$ cat src/rtl/servo_pkg.sv
// Shared servo types and default timing constants (50 MHz clock, 20 ms frame).
package servo_pkg;

  typedef enum logic {
    ST_IDLE = 1'b0,
    ST_RAMP = 1'b1
  } state_e;

  localparam int unsigned DEF_WIDTH        = 32;
  localparam int unsigned DEF_FRAME_CYCLES = 1000000;
  localparam int unsigned DEF_MIN_PW       = 50000;
  localparam int unsigned DEF_MAX_PW       = 100000;
  localparam int unsigned DEF_INIT_PW      = 75000;
  localparam int unsigned DEF_STEP         = 500;
  localparam int unsigned DEF_HOLD_FRAMES  = 50;

endpackage

$ cat src/rtl/servo_pwm_frame.sv
// Free-running PWM frame counter with end-of-frame tick and registered compare output.
module servo_pwm_frame
  import servo_pkg::*;
#(
  parameter int unsigned WIDTH        = DEF_WIDTH,
  parameter int unsigned FRAME_CYCLES = DEF_FRAME_CYCLES
) (
  input  logic             clock_clk,
  input  logic             reset_low,
  input  logic [WIDTH-1:0] cur_pw,
  output logic             pwm_out,
  output logic             frame_tick
);

  localparam logic [WIDTH-1:0] LAST_CNT = WIDTH'(FRAME_CYCLES - 1);

  logic [WIDTH-1:0] cnt_q, cnt_d;
  logic             pwm_q, pwm_d;

  always_comb begin
    frame_tick = (cnt_q == LAST_CNT);
    cnt_d      = frame_tick ? '0 : cnt_q + WIDTH'(1);
    pwm_d      = (cnt_q < cur_pw);
  end

  always_ff @(posedge clock_clk or negedge reset_low) begin
    if (!reset_low) begin
      cnt_q <= '0;
      pwm_q <= 1'b0;
    end else begin
      cnt_q <= cnt_d;
      pwm_q <= pwm_d;
    end
  end

  assign pwm_out = pwm_q;

endmodule

$ cat src/rtl/servo_cmd_sched.sv
// Two-requester pulse-width scheduler: B overrides and locks out A, targets are clamped,
// and the applied pulse width slews toward the target by at most STEP per frame.
module servo_cmd_sched
  import servo_pkg::*;
#(
  parameter int unsigned WIDTH        = DEF_WIDTH,
  parameter int unsigned FRAME_CYCLES = DEF_FRAME_CYCLES,
  parameter int unsigned MIN_PW       = DEF_MIN_PW,
  parameter int unsigned MAX_PW       = DEF_MAX_PW,
  parameter int unsigned INIT_PW      = DEF_INIT_PW,
  parameter int unsigned STEP         = DEF_STEP,
  parameter int unsigned HOLD_FRAMES  = DEF_HOLD_FRAMES
) (
  input  logic             clock_clk,
  input  logic             reset_low,
  input  logic             req_a_valid,
  input  logic [WIDTH-1:0] req_a_pw,
  output logic             req_a_ready,
  input  logic             req_b_valid,
  input  logic [WIDTH-1:0] req_b_pw,
  output logic             req_b_ready,
  output logic             pwm_out,
  output logic [WIDTH-1:0] cur_pw,
  output logic             busy,
  output logic             at_target,
  output logic             frame_tick,
  output logic             clamp_err
);

  localparam int unsigned      XW     = WIDTH + 1;
  localparam logic [WIDTH-1:0] MIN_V  = WIDTH'(MIN_PW);
  localparam logic [WIDTH-1:0] MAX_V  = WIDTH'(MAX_PW);
  localparam logic [WIDTH-1:0] INIT_V = WIDTH'(INIT_PW);
  localparam logic [WIDTH-1:0] STEP_V = WIDTH'(STEP);
  localparam logic [WIDTH-1:0] HOLD_V = WIDTH'(HOLD_FRAMES);

  state_e           state_q, state_d;
  logic [WIDTH-1:0] cur_q, cur_d;
  logic [WIDTH-1:0] tgt_q, tgt_d;
  logic [WIDTH-1:0] lock_q, lock_d;
  logic             clamp_q, clamp_d;

  logic             acc_a, acc_b, accept;
  logic [WIDTH-1:0] raw_pw, clamped_pw, ramp_pw;
  logic [XW-1:0]    up_x, dn_lim_x;

  servo_pwm_frame #(
    .WIDTH        (WIDTH),
    .FRAME_CYCLES (FRAME_CYCLES)
  ) u_frame (
    .clock_clk  (clock_clk),
    .reset_low  (reset_low),
    .cur_pw     (cur_q),
    .pwm_out    (pwm_out),
    .frame_tick (frame_tick)
  );

  // Handshake and target clamp; B always wins a simultaneous request.
  always_comb begin
    req_b_ready = reset_low;
    req_a_ready = reset_low && (lock_q == '0) && !req_b_valid;
    acc_b       = req_b_valid && req_b_ready;
    acc_a       = req_a_valid && req_a_ready;
    accept      = acc_a || acc_b;
    raw_pw      = acc_b ? req_b_pw : req_a_pw;
    if (raw_pw < MIN_V) begin
      clamped_pw = MIN_V;
    end else if (raw_pw > MAX_V) begin
      clamped_pw = MAX_V;
    end else begin
      clamped_pw = raw_pw;
    end
  end

  // Slew toward the target held before this cycle; sums carry one extra bit so nothing wraps.
  always_comb begin
    up_x     = {1'b0, cur_q} + XW'(STEP);
    dn_lim_x = {1'b0, tgt_q} + XW'(STEP);
    ramp_pw  = cur_q;
    if (cur_q < tgt_q) begin
      ramp_pw = (up_x >= {1'b0, tgt_q}) ? tgt_q : cur_q + STEP_V;
    end else if (cur_q > tgt_q) begin
      ramp_pw = ({1'b0, cur_q} <= dn_lim_x) ? tgt_q : cur_q - STEP_V;
    end
  end

  always_comb begin
    state_d = state_q;
    cur_d   = frame_tick ? ramp_pw : cur_q;
    tgt_d   = accept ? clamped_pw : tgt_q;
    clamp_d = accept && (clamped_pw != raw_pw);
    lock_d  = lock_q;
    if (acc_b) begin
      lock_d = HOLD_V;
    end else if (frame_tick && (lock_q != '0)) begin
      lock_d = lock_q - WIDTH'(1);
    end
    case (state_q)
      ST_IDLE: if (accept && (tgt_d != cur_d)) state_d = ST_RAMP;
      ST_RAMP: if (cur_d == tgt_d)             state_d = ST_IDLE;
      default: state_d = ST_IDLE;
    endcase
  end

  always_ff @(posedge clock_clk or negedge reset_low) begin
    if (!reset_low) begin
      state_q <= ST_IDLE;
      cur_q   <= INIT_V;
      tgt_q   <= INIT_V;
      lock_q  <= '0;
      clamp_q <= 1'b0;
    end else begin
      state_q <= state_d;
      cur_q   <= cur_d;
      tgt_q   <= tgt_d;
      lock_q  <= lock_d;
      clamp_q <= clamp_d;
    end
  end

  assign cur_pw    = cur_q;
  assign busy      = (state_q == ST_RAMP);
  assign at_target = (state_q == ST_IDLE);
  assign clamp_err = clamp_q;

endmodule

$ cat config.mk
export PLATFORM = sky130hd
export DESIGN_NAME = servo_cmd_sched
export DESIGN_NICKNAME = d
export VERILOG_FILES = /design/src/rtl/servo_pkg.sv /design/src/rtl/servo_pwm_frame.sv /design/src/rtl/servo_cmd_sched.sv
export SDC_FILE = /design/constraint.sdc
export NUM_CORES = 1
export LEC_CHECK = 0
export BUFFER_PORTS_ARGS = -buffer_cell sky130_fd_sc_hd__buf_2
export CAP_MARGIN = 20
export CORE_MARGIN = 3
export CORE_UTILIZATION = 33
export CTS_CLUSTER_SIZE = 10
export DETAILED_ROUTE_END_ITERATION = 10
export HOLD_SLACK_MARGIN = 0.12
export PLACE_DENSITY = 0.51
export SYNTH_ARGS = -nofsm -noshare
export SYNTH_HDL_FRONTEND = slang
export SYNTH_HIERARCHICAL = 1
export SYNTH_SLANG_ARGS = --single-unit
$ cat constraint.sdc
create_clock -name clock_clk -period 6.4 [get_ports clock_clk]
set_input_delay 1.28 -clock clock_clk [delete_from_list [all_inputs] [get_ports clock_clk]]
set_output_delay 1.28 -clock clock_clk [all_outputs]
set_load 0.01 [all_outputs]
# == Word-level counts from Yosys, hierarchy flattened ==
# Cells that the tools add are included.
# word_totals
in_bits,68
output_inout_bits,39
wordCells,52
reg_bits,131
# classes
add_sub_neg,6
n_lt_le_gt_ge,7
n_bitwise,1
n_eq_ne,4
n_reduce_logical,12
mux,15
# op_table
cell,count
2-to-1 mux 32 bit,12
"adder 32 x 9 -> 33 bit, second input constant",2
less-than comparator 32 bit,2
inequality test 32 bit,2
>= comparator 33 x 32 -> 1 bit,1
<= comparator 32 x 33 -> 1 bit,1
"adder 32 x 1 -> 32 bit, second input constant",1
"adder 32 x 9 -> 32 bit, second input constant",1
"equality test 32 x 20 -> 1 bit, second input constant",1
equality test 32 bit,1
"> comparator 32 x 17 -> 1 bit, second input constant",1
> comparator 32 bit,1
zero test 32 bit,1
"less-than comparator 32 x 16 -> 1 bit, second input constant",1
nonzero test 32 bit,1
"subtractor 32 x 1 -> 32 bit, second input constant",1
"subtractor 32 x 9 -> 32 bit, second input constant",1
logical AND 1 bit,7
2-to-1 mux 1 bit,2
case mux 1 bit (2 select lines),1
nonzero test 2 bit,1
zero test 1 bit,1
logical OR 1 bit,1
inverter 1 bit,1

# == Depth between registers and ports, before layout ==
# Gate-level depths: netlist (run 1).
# depth
depth_word,10
mapped_depth,23
mapped_depth_nobuf,20

# == By module ==
# Netlist (run 1), hierarchy kept.
# modules_own_cells
module,cells_per_inst,seq_area_each_um2,instances,area_each_um2
servo_cmd_sched,1449,2472.4,1,11172.0
servo_pwm_frame,253,825.8,1,2283.4

# == Least setup slack after synthesis (run 1) ==
# Ideal clock, no wire load.
# synth_timing
kind,register to register
startpoint,register cur_q[7] (netlist: cur_pw[7])
endpoint,register state_q (netlist: busy)
setup_ns,0.126
t_arrival_ns,4.894
stages_incl_launch_ff,21
period_less_slack_ns,5.020
setup_slack_ns,1.380
required_time_ns,6.274
path_buffers,2
path_cell_list,dfstp_2 > buf_6 > or4_1 > or3_4 > nor3b_4 > nand3_1 > xor2_1 > inv_1 > ha_1 > nand2_1 > nor4_1 > nor2b_1 > a311oi_2 > nor2_8 > buf_6 > a22o_1 > a211oi_1 > nand4_1 > a2111oi_0 > nand4_1 > o32a_1
# synth_between
elab_chain_cells,9
word_cells_on_any_way,18
classes_between,add/sub: 3; order compare: 4; eq/ne: 2; mux: 8; reduce/logical: 1
# synth_lines
element,line,text
start: declaration,servo_cmd_sched.sv:38,"logic [WIDTH-1:0] cur_q, cur_d;"
start signal: assignment,servo_cmd_sched.sv:114,cur_q <= cur_d;
adder 32 x 9 -> 33 bit (tied with other cells),servo_cmd_sched.sv:77,"up_x = {1'b0, cur_q} + XW'(STEP);"
>= comparator 33 x 32 -> 1 bit / 2-to-1 mux 32 bit (equally long branches),"servo_cmd_sched.sv:81, servo_cmd_sched.sv:83",
2-to-1 mux 32 bit (on tied branches),"servo_cmd_sched.sv:81, servo_cmd_sched.sv:82",
2-to-1 mux 32 bit,servo_cmd_sched.sv:80,if (cur_q < tgt_q) begin
2-to-1 mux 32 bit *,servo_cmd_sched.sv:89,cur_d = frame_tick ? ramp_pw : cur_q;
inequality test 32 bit,servo_cmd_sched.sv:99,ST_IDLE: if (accept && (tgt_d != cur_d)) state_d = ST_RAMP;
logical AND 1 bit,servo_cmd_sched.sv:99,
2-to-1 mux 1 bit,servo_cmd_sched.sv:99,
case mux 1 bit (2 select lines) *,servo_cmd_sched.sv:98,case (state_q)
via state_d,servo_cmd_sched.sv:37,"state_e state_q, state_d;"
end signal: assignment,servo_cmd_sched.sv:113,state_q <= state_d;
end: declaration,servo_cmd_sched.sv:37,
# The timed path passes the listed nets; every way through them passes the cells marked *.
# A chain may end at the register's enable or synchronous reset.

# == Worst setup path after layout (run 1) ==
# layout_timing
startpoint,register tgt_q[3]
endpoint,register state_q (netlist: busy)
# layout_between
elab_chain_cells,10
word_cells_on_any_way,17
classes_between,add/sub: 1; order compare: 4; eq/ne: 2; mux: 9; reduce/logical: 1
# layout_lines
element,line,text
start: declaration,servo_cmd_sched.sv:39,"logic [WIDTH-1:0] tgt_q, tgt_d;"
start signal: assignment,servo_cmd_sched.sv:115,tgt_q <= tgt_d;
adder 32 x 9 -> 33 bit,servo_cmd_sched.sv:78,"dn_lim_x = {1'b0, tgt_q} + XW'(STEP);"
<= comparator 32 x 33 -> 1 bit,servo_cmd_sched.sv:83,"ramp_pw = ({1'b0, cur_q} <= dn_lim_x) ? tgt_q : cur_q - STEP_V;"
2-to-1 mux 32 bit,servo_cmd_sched.sv:83,
2-to-1 mux 32 bit,servo_cmd_sched.sv:82,end else if (cur_q > tgt_q) begin
2-to-1 mux 32 bit,servo_cmd_sched.sv:80,
2-to-1 mux 32 bit,servo_cmd_sched.sv:89,
inequality test 32 bit,servo_cmd_sched.sv:99,
logical AND 1 bit,servo_cmd_sched.sv:99,
2-to-1 mux 1 bit,servo_cmd_sched.sv:99,
case mux 1 bit (2 select lines) *,servo_cmd_sched.sv:98,
via state_d,servo_cmd_sched.sv:37,
# Marked as above.

==> flow_results.org, run 1 <==
** Critical path
- Worst Setup SP :: tgt_q[3]$_DFF_PN1_
- In this run the register-to-register setup slack is about 0.26 ns.
- Required time of the worst setup path :: slightly below 7 ns
- Reg2Reg Depth :: 21
- Kind of end point of the critical path :: flip-flop
- Worst reg2reg startpoint :: tgt_q[3]$_DFF_PN1_
- The worst setup path is of the flip-flop to flip-flop kind.
- STA classifies the critical path startpoint as a flip-flop.
- Data on the critical path arrives at its endpoint at about 6.5 ns.
- The worst register-to-register path ends at busy$_DFF_PN0_.
- Maximum fanout count along the critical path :: 10

** Floorplanning
- The initial utilization of the core area, before any placement, comes to 0.336.
- Number of core rows :: 73
- Boundary Pins :: 107
- Measured along the x axis, the die boundary spans between 200 and 250 um.
- Die extent in y :: ~210 um
- Die Footprint :: approximately 43,000 um2
- The core region is about 40,000 um2.

** Placed design
- The wire-length estimate of the detail-placed layout is about 47,000 um.
- In this run, placement finished with an instance count of around 2,300.
- The congestion estimate from routability-driven global placement came to roughly 1.0.
- Number of buffers inserted by port buffering :: 106
- Placed cell area :: 14,800 um2

** Hold path
- Worst hold start :: u_frame/cnt_q[0]$_DFF_PN0_
- Along the worst hold path, the cell count comes to 1.
- Hold crit path type :: flip-flop to flip-flop
- Destination of the worst hold path :: u_frame/cnt_q[0]$_DFF_PN0_

** STA
- RSZ-0062 raised after global routing :: no
- Of the available clock period, the critical path in the final layout requires 0.960.
- Min cycle time layout :: between 6 and 7 ns
- Number of pins exceeding their max-slew limit in the final report :: 0
- Setup violations remaining at the end of the flow were counted as 0.
- Final Hold Violating Endpoints :: 0
- Worst slew margin :: 0.345
- Actual transition at the worst max-transition pin :: around 1 ns
- Sum of negative setup slack :: 0 ns
- Worst hold slack across all endpoints :: around 0.5 ns
- Final Skew :: around 0.019 ns
- Max Freq :: approximately 160 MHz

** Pwr
- Sw frac :: 0.302
- The share of total power dissipated in the clock network is 0.492.
- Static leakage power :: a little under 0.007 uW
- Internal Pwr Total :: about 1400 uW
- Peak supply drop :: about 0.0002 V
- In this run the power density over the cells is 131 nW/um2.
- Of the total power, registers draw 0.420.
- Of the total power, combinational logic draws 0.087.
- Switching Power :: just over 600 uW

** Clock tree
- Clock net sink count :: about 130
- The H-tree generated during clock tree synthesis spans 4 levels.
- Clock-pin slew reported for the worst setup and hold paths after clock tree synthesis :: about 0.080 ns
- At the later pin of the worst-skew pair, clock insertion delay measures 0.49 ns.
- Number of hold buffers added after cts :: 0
- The clock passes through at most 2 buffers.
- Clock root buffer master :: clkbuf_16
- Clock tree synthesis inserted a total of 17 buffers.
- Clock tree from TritonCTS :: done

** Final layout
- Area overhead of the layout relative to synthesis :: 14.8%
- Area used by sequential logic in the layout :: 3300 um2
- In the final layout, the multi-input gates occupy 9360 um2.
- Post-route non-filler standard cell count :: ~2,400
- The number of antenna diodes in the final layout is 0.
- The net count of the finished layout is 2,018.
- After filler insertion, the fill cell instance count of the layout stands at roughly 4,200.
- Post-route cell area :: about 15,000 um2
- Of the cells placed in the final design, the portion with a size suffix greater than 1 is 0.160.
- Commonest non-fill, non-tap cell in the layout :: nand2_1
- Commonest cells after routing, fill and taps aside :: nand2_1 (153), nor2_1 (147), ha_1 (128)

** Synth
- Cell area after synthesis :: between 10,000 and 15,000 um2
- Proportion of synthesized chip area in sequential cells :: 0.245
- In this run, synthesis inferred 0 flip-flops with an integrated enable.
- Flop and latch count out of synthesis :: 131
- Most used flip-flop cell after synthesis :: dfrtp_1
- Syn nets :: between 1,500 and 2,000
- Averaged over all synthesized cells, the footprint is slightly below 8 um2.
- Warnings, synthesis :: 6
- After synthesis, the share of flip-flops with an asynchronous set or reset is 1.00.
- The synthesized netlist contains between 100 and 150 unique library cells.
- Cell count after synthesis :: approximately 1,700

** Route
- Via-per-instance ratio :: about 6.1
- The first detailed-routing pass took 7 iterations.
- Number of DRC violations after detailed routing :: 0
- After the first detailed-routing iteration, the DRC count stood at between 1,000 and 1,500.
- Summed over all layers, the routed wires come to slightly above 60,000 um.
- In this run the remaining antenna-violating nets after routing total 0.
- Average wire per cell in the routed design :: 25.9 um
- The routed layout has ~14,000 vias.

** Global route
- The first global-routing pass estimated approximately 90,000 um of wire.
- GRT overflow :: 0
- Entering global routing, the biggest net connects 58 pins.
- Via count of the first global-routing pass :: around 14,000
- Initial antenna violation count :: 1
- Across every metal layer, demand over resource in global routing totals 0.277.

** Job
- Number of maximum-capacitance constraint violations :: 0

** Status
- The flow ran to the end, and the final reports show no timing, DRC or antenna violations.
[power groups by stage]
stage	clock network [uW]	logic, uW	registers, uW
6_report	993	176	847
4_1_cts	1020	175	846
5_1_grt	1060	194	847
2_1_floorplan	0	89.1	858
3_3_place_gp	0	174	862
3_5_place_dp	0	175	862
[synthesized netlist by cell type (6+ instances only)]
master,count,area (um2)
clkbuf_1,46,173
xnor2_1,77,674
nand2_1,153,574
buf_2,28,140
a221oi_1,6,52.6
ha_1,128,1600
xor2_1,44,385
o31ai_1,13,97.6
nor3_1,63,315
a22oi_1,9,67.6
a2bb2oi_1,7,61.3
and2_1,8,50.1
o221ai_1,9,78.8
or4_1,15,113
mux2i_1,15,150
buf_6,7,78.8
and4_1,19,166
mux2_2,6,67.6
nor4b_1,6,52.6
and3_1,19,119
nand3b_1,6,45.0
dfrtp_1,115,2880
o21ai_1,10,50.1
nor4_1,40,250
nor2_1,148,556
o21a_1,11,82.6
dfstp_2,16,420
o211ai_1,14,105
nand3_1,77,385
nor2b_1,6,37.5
o21ai_0,85,425
inv_1,101,379
a21oi_1,112,561
a211o_1,7,61.3
or3_1,23,144
a21o_1,10,75.1
a2111oi_0,6,52.6
nand2b_1,8,50.1
o22ai_1,12,75.1
nand4_1,58,363
a31oi_1,14,87.6
a211oi_1,25,188
[critical path: stages, from the launching register on]
cell       delay (ns)
dfstp_2          0.62
a21oi_1          0.12
and3_1           0.24
nand2_1          0.30
and4_1           0.36
and3_1           0.25
nand4_1          0.13
xnor2_1          0.18
ha_1             0.31
nand4_1          0.18
nor4_2           0.47
and2_1           0.23
o21ai_1          0.14
a21oi_4          0.23
buf_4            0.23
mux2i_1          0.32
nor3_1           0.13
nor4b_1          0.45
o2111ai_1        0.23
a211oi_1         0.32
nand4_1          0.18
o32a_1           0.37
[cell type report]
cell class | instances | share of cell area
repair buffers | 191 | 0.0764
clock inverters | 15 | 0.00915
inverters | 102 | 0.0248
flip-flops and latches | 131 | 0.213
clock buffers | 17 | 0.0275
multi-input cells | 1379 | 0.606
well taps | 525 | 0.0425
[worst max path at each step]
stage                          end  cells past startpoint
global placement    busy$_DFF_PN0_                     21
global route        busy$_DFF_PN0_                     21
finish              busy$_DFF_PN0_                     21
floorplan           busy$_DFF_PN0_                     20
CTS                 busy$_DFF_PN0_                     21
detailed placement  busy$_DFF_PN0_                     21
[state kept, by name, indices dropped and copies added (netlist names)]
| signal | flops |
|---|---|
| clamp_err | 1 |
| u_frame/cnt_q | 32 |
| tgt_q | 32 |
| u_frame/pwm_out | 1 |
| lock_q | 32 |
| cur_pw | 32 |
| busy | 1 |
[cell families (layout without fill, tap and decap cells)]
kind of cell,count (synthesis),after routing,synth area share
AOI/OAI and AO/OA,421,421,0.209
DFF,131,131,0.245
xor gates and xnor gates,121,121,0.0788
and+or+nand+nor,687,687,0.270
adders and majority gates,128,128,0.119
muxes,22,22,0.0170
buffers and inverters,192,325,0.0612
[routing by layer]
layer	GRT usage	vias up	routed length (um)
met4	0.111	2	2470
li1	-	6570	-
met1	0.373	7060	26000
met3	0.0654	130	5750
met5	0	-	13
met2	0.430	722	26900
[timing repair]
action / in CTS / in global routing
buffers inserted: 0 / 2
resized for setup: 0 / 4
setup endpoints to repair: 0 / 1
[stage by stage]
| step | util | total power [uW] | setup WS, ns |
|---|---|---|---|
| after global placement | 0.371 | 1040 | 0.404 |
| after detailed placement | 0.371 | 1040 | 0.170 |
| final | 0.386 | 2020 | 0.257 |
| after floorplan | - | 947 | 1.38 |
| after global routing | 0.386 | 2100 | 0.0578 |
| after CTS | 0.385 | 2040 | 0.0830 |
Note: power is estimated with default switching activity, not from simulation.
==> run 2: changes to the inputs <==
Settings changed: CELL_PAD_IN_SITES_DETAIL_PLACEMENT from default to 0, CELL_PAD_IN_SITES_GLOBAL_PLACEMENT from default to 1, CORE_UTILIZATION 33 to 26, PLACE_DENSITY 0.51 to 0.53.
==> run 2 against run 1 <==
Cell count grew 7.5%. Largest power group unchanged. Critical endpoint unchanged. Clock skew hardly changed. Utilization shrank 7.0 points. Register-to-register slack worse by 0.15 ns.
==> flow_results.org, run 2 (synthesis gave the netlist of run 1 again) <==
** STA
- RSZ-0062 raised after global routing :: no (unchanged)
- The setup clock skew after layout was 0.0183 ns (was 0.0187 ns).
- Worst slew margin :: 0.304 (was 0.345)
- Number of pins exceeding their max-slew limit in the final report :: 0 (unchanged)
- Final Hold Violating Endpoints :: 0 (unchanged)
- Final setup slack of the worst path :: 0.112 ns (was 0.257 ns)
- Final count of negative-setup-slack endpoints :: 0 (unchanged)
- The final critical-path share of the clock period was 0.983 (was 0.960).
- Min cycle time layout :: 6.29 ns (was 6.14 ns)
- Max Freq :: 159 MHz (was 163 MHz)
- The slew at the pin closest to its max-slew limit is 1.02 ns (was 0.979 ns).

** Critical path
- The buffer and inverter count on the worst path was 3 (was 1).
- The required time at the worst-slack endpoint came to 6.75 ns (was 6.76 ns).
- Critical Setup Path Class :: flip-flop to flip-flop (unchanged)
- R2r setup slk :: 0.11 ns (was 0.26 ns)
- Cell mode on critical path :: buf_4 (was nand4_1)
- Cells traversed along the worst timing path :: or4_1 -> or3_4 -> nor3b_4 -> buf_4 -> xor2_1 -> ha_1 -> nand2_1 -> nor4_1 -> buf_4 -> o21ai_0 -> a311o_1 -> nand2_4 -> buf_4 -> o21ai_0 -> a221oi_2 -> xnor2_1 -> a21boi_1 -> nand4_1 -> o32a_1 (was a21oi_1 -> and3_1 -> nand2_1 -> and4_1 -> and3_1 -> nand4_1 -> xnor2_1 -> ha_1 -> nand4_1 -> nor4_2 -> and2_1 -> o21ai_1 -> a21oi_4 -> buf_4 -> mux2i_1 -> nor3_1 -> nor4b_1 -> o2111ai_1 -> a211oi_1 -> nand4_1 -> o32a_1)
- The highest fanout seen on the critical path was 16 (was 10).
- The master of the slowest instance on the critical path is dfstp_4 (was dfstp_2).
- The kind of end point of the critical path was a flip-flop (unchanged).
- The launching element type of the critical path was a flip-flop (unchanged).
- The critical path arrival was 6.63 ns (was 6.50 ns).
- The kind of cell with the highest combined delay on the critical path is compound AO/OA/AOI/OAI gates (was simple AND/OR/NAND/NOR gates).
- Delay of the slowest critical-path stage :: 0.54 ns (was 0.62 ns)

** Route
- The residual antenna-violating net count after detailed routing was 0 (unchanged).
- The first-pass iteration count of the detailed router is 5 (was 7).
- Via-per-instance ratio :: 5.64 (was 6.14)
- Total routed wirelength :: 66,200 um (was 61,200 um)
- The via total after detailed routing was 14,300 (was 14,500).
- The post-route DRC violation count came to 0 (unchanged).
- Average wire per cell in the routed design :: 26.1 um (was 25.9 um)
- The violation count after the first detailed-routing iteration is 1,228 (was 1,377).

** Job
- The count of maximum capacitance violations is 0 (unchanged).

** Final layout
- Share of cells above drive strength 1 :: 0.176 (was 0.160)
- The summed area of non-filler cells in the final layout came to 16,000 um2 (was 15,400 um2).
- Number of nets at the end of the flow :: 2,046 (was 2,018)
- The relative area change from synthesis to final layout is 19.2% (was 14.8%).
- Commonest cells after routing, fill and taps aside: nand2_1 (153), nor2_1 (147), ha_1 (128) (unchanged).
- The most common cell after layout, fill and taps aside is nand2_1 (unchanged).

** Status
- Run status :: finished clean (unchanged)

** Floorplanning
- Die outline width :: 233 um (was 208 um)
- Number of core rows :: 82 (was 73)
- Die extent in y :: 233 um (was 208 um)
- The boundary pin count came to 107 (unchanged).
- Core Footprint :: 50,700 um2 (was 40,000 um2)
- Starting Density :: 0.265 (was 0.336)
- The overall die area came to 54,500 um2 (was 43,200 um2).

** Pwr
- The clock network fraction of design power is 0.520 (was 0.492).
- The switching power of the nets came to 563 uW (was 609 uW).
- The combinational share of power came to 0.085 (was 0.087).
- Part of the total power dissipated in sequential elements :: 0.395 (was 0.420)
- The total power was 2140 uW (was 2020 uW).
- Peak supply drop :: 0.000175 V (was 0.000201 V)
- The total power divided by cell area was 133 nW/um2 (was 131 nW/um2).
- Internal Pwr Total :: 1570 uW (was 1410 uW)
- The net switching fraction of the power was 0.263 (was 0.302).
- Static leakage power :: 0.00707 uW (was 0.00686 uW)

** Placed design
- The post-detailed-placement cell area was 15,300 um2 (was 14,800 um2).
- Routability Congestion :: 0.999 (was 1.02)
- The port buffer count came to 106 (unchanged).
- The worst setup slack after placement came to -0.531 ns (was 0.170 ns).
- The detailed placer's ending HPWL was 51,300 um (was 47,200 um).

** Clock tree
- The total number of clock tree sinks was 131 (unchanged).
- H-tree depth :: 4 (unchanged)
- Number of hold buffers added after cts :: 0 (unchanged)
- The number of buffers added by the clock tree synthesis step is 17 (unchanged).
- Clock tree from TritonCTS :: done (unchanged)
- The buffer type at the clock tree root was clkbuf_16 (unchanged).
- Clk Latency, worst-skew pair :: 0.46 ns (was 0.49 ns)
- Buffer levels on the longest clock path :: 2 (unchanged)
- The clock transition at the registers of the reported paths is 0.07 ns (was 0.08 ns).

** Global route
- Largest net degree at the start of global routing :: 52 (was 58)
- Initial antenna violation count :: 0 (was 1)
- The wire length of the first global-routing pass was 96,900 um (was 90,000 um).
- Gr usage total :: 0.243 (was 0.277)
- The residual overflow from global routing was 0 (unchanged).
- Via count of the first global-routing pass :: 14,000 (was 13,700)

** Hold path
- Hold crit path type :: flip-flop to flip-flop (unchanged)
## run 2: cell type report
| type | count | area [um2] |
|---|---|---|
| Antenna cell | 1 | 2.50 |
| Sequential cell | 131 | 3300 |
| Multi-Input combinational cell | 1379 | 9450 |
| Clock inverter | 11 | 175 |
| Clock buffer | 21 | 460 |
| Timing Repair Buffer | 219 | 1420 |
| Inverter | 102 | 383 |
| Tap cell | 672 | 841 |
| Fill cell | 5491 | 34600 |
## run 2: worst paths after layout
check,from,endpoint,depth (start not counted)
max reg2reg,cur_pw[7]$_DFF_PN1_,busy$_DFF_PN0_,19
min in group asynchronous,reset_low,lock_q[2]$_DFFE_PN0P_,1
min,u_frame/cnt_q[0]$_DFF_PN0_,u_frame/cnt_q[0]$_DFF_PN0_,1
min reg2reg,u_frame/cnt_q[0]$_DFF_PN0_,u_frame/cnt_q[0]$_DFF_PN0_,1
max,cur_pw[7]$_DFF_PN1_,busy$_DFF_PN0_,19
max in group asynchronous,reset_low,lock_q[0]$_DFFE_PN0P_,3
## run 2: stage by stage
step | utilization | hold slack [ns] | instances | TNS [ns]
2_1_floorplan | - | 0.464 | 1702 | 0
3_3_place_gp | 0.301 | 0.500 | 2498 | -0.566
3_5_place_dp | 0.301 | 0.507 | 2498 | -0.531
4_1_cts | 0.314 | 0.512 | 2530 | 0
5_1_grt | 0.316 | 0.528 | 2535 | 0
6_report | 0.316 | 0.504 | 2536 | 0
## run 2: power groups by stage
stage          logic, uW  clock network [uW]  registers [uW]
5_1_grt              202                1170             845
4_1_cts              183                1140             845
3_5_place_dp         182                   0             860
2_1_floorplan       89.1                   0             858
3_3_place_gp         180                   0             860
6_report             182                1110             845
## run 2: layer usage
layer	part of all wire	GRT usage
met5	0	0
met4	0.037	0.0943
met3	0.062	0.0406
met2	0.44	0.377
met1	0.46	0.335
## run 2: what timing repair did
item / in CTS / in global routing
resized for setup: 8 / 9
buffers inserted: 0 / 5
endpoints found under the setup margin: 1 / 1
pin swaps: 0 / 3
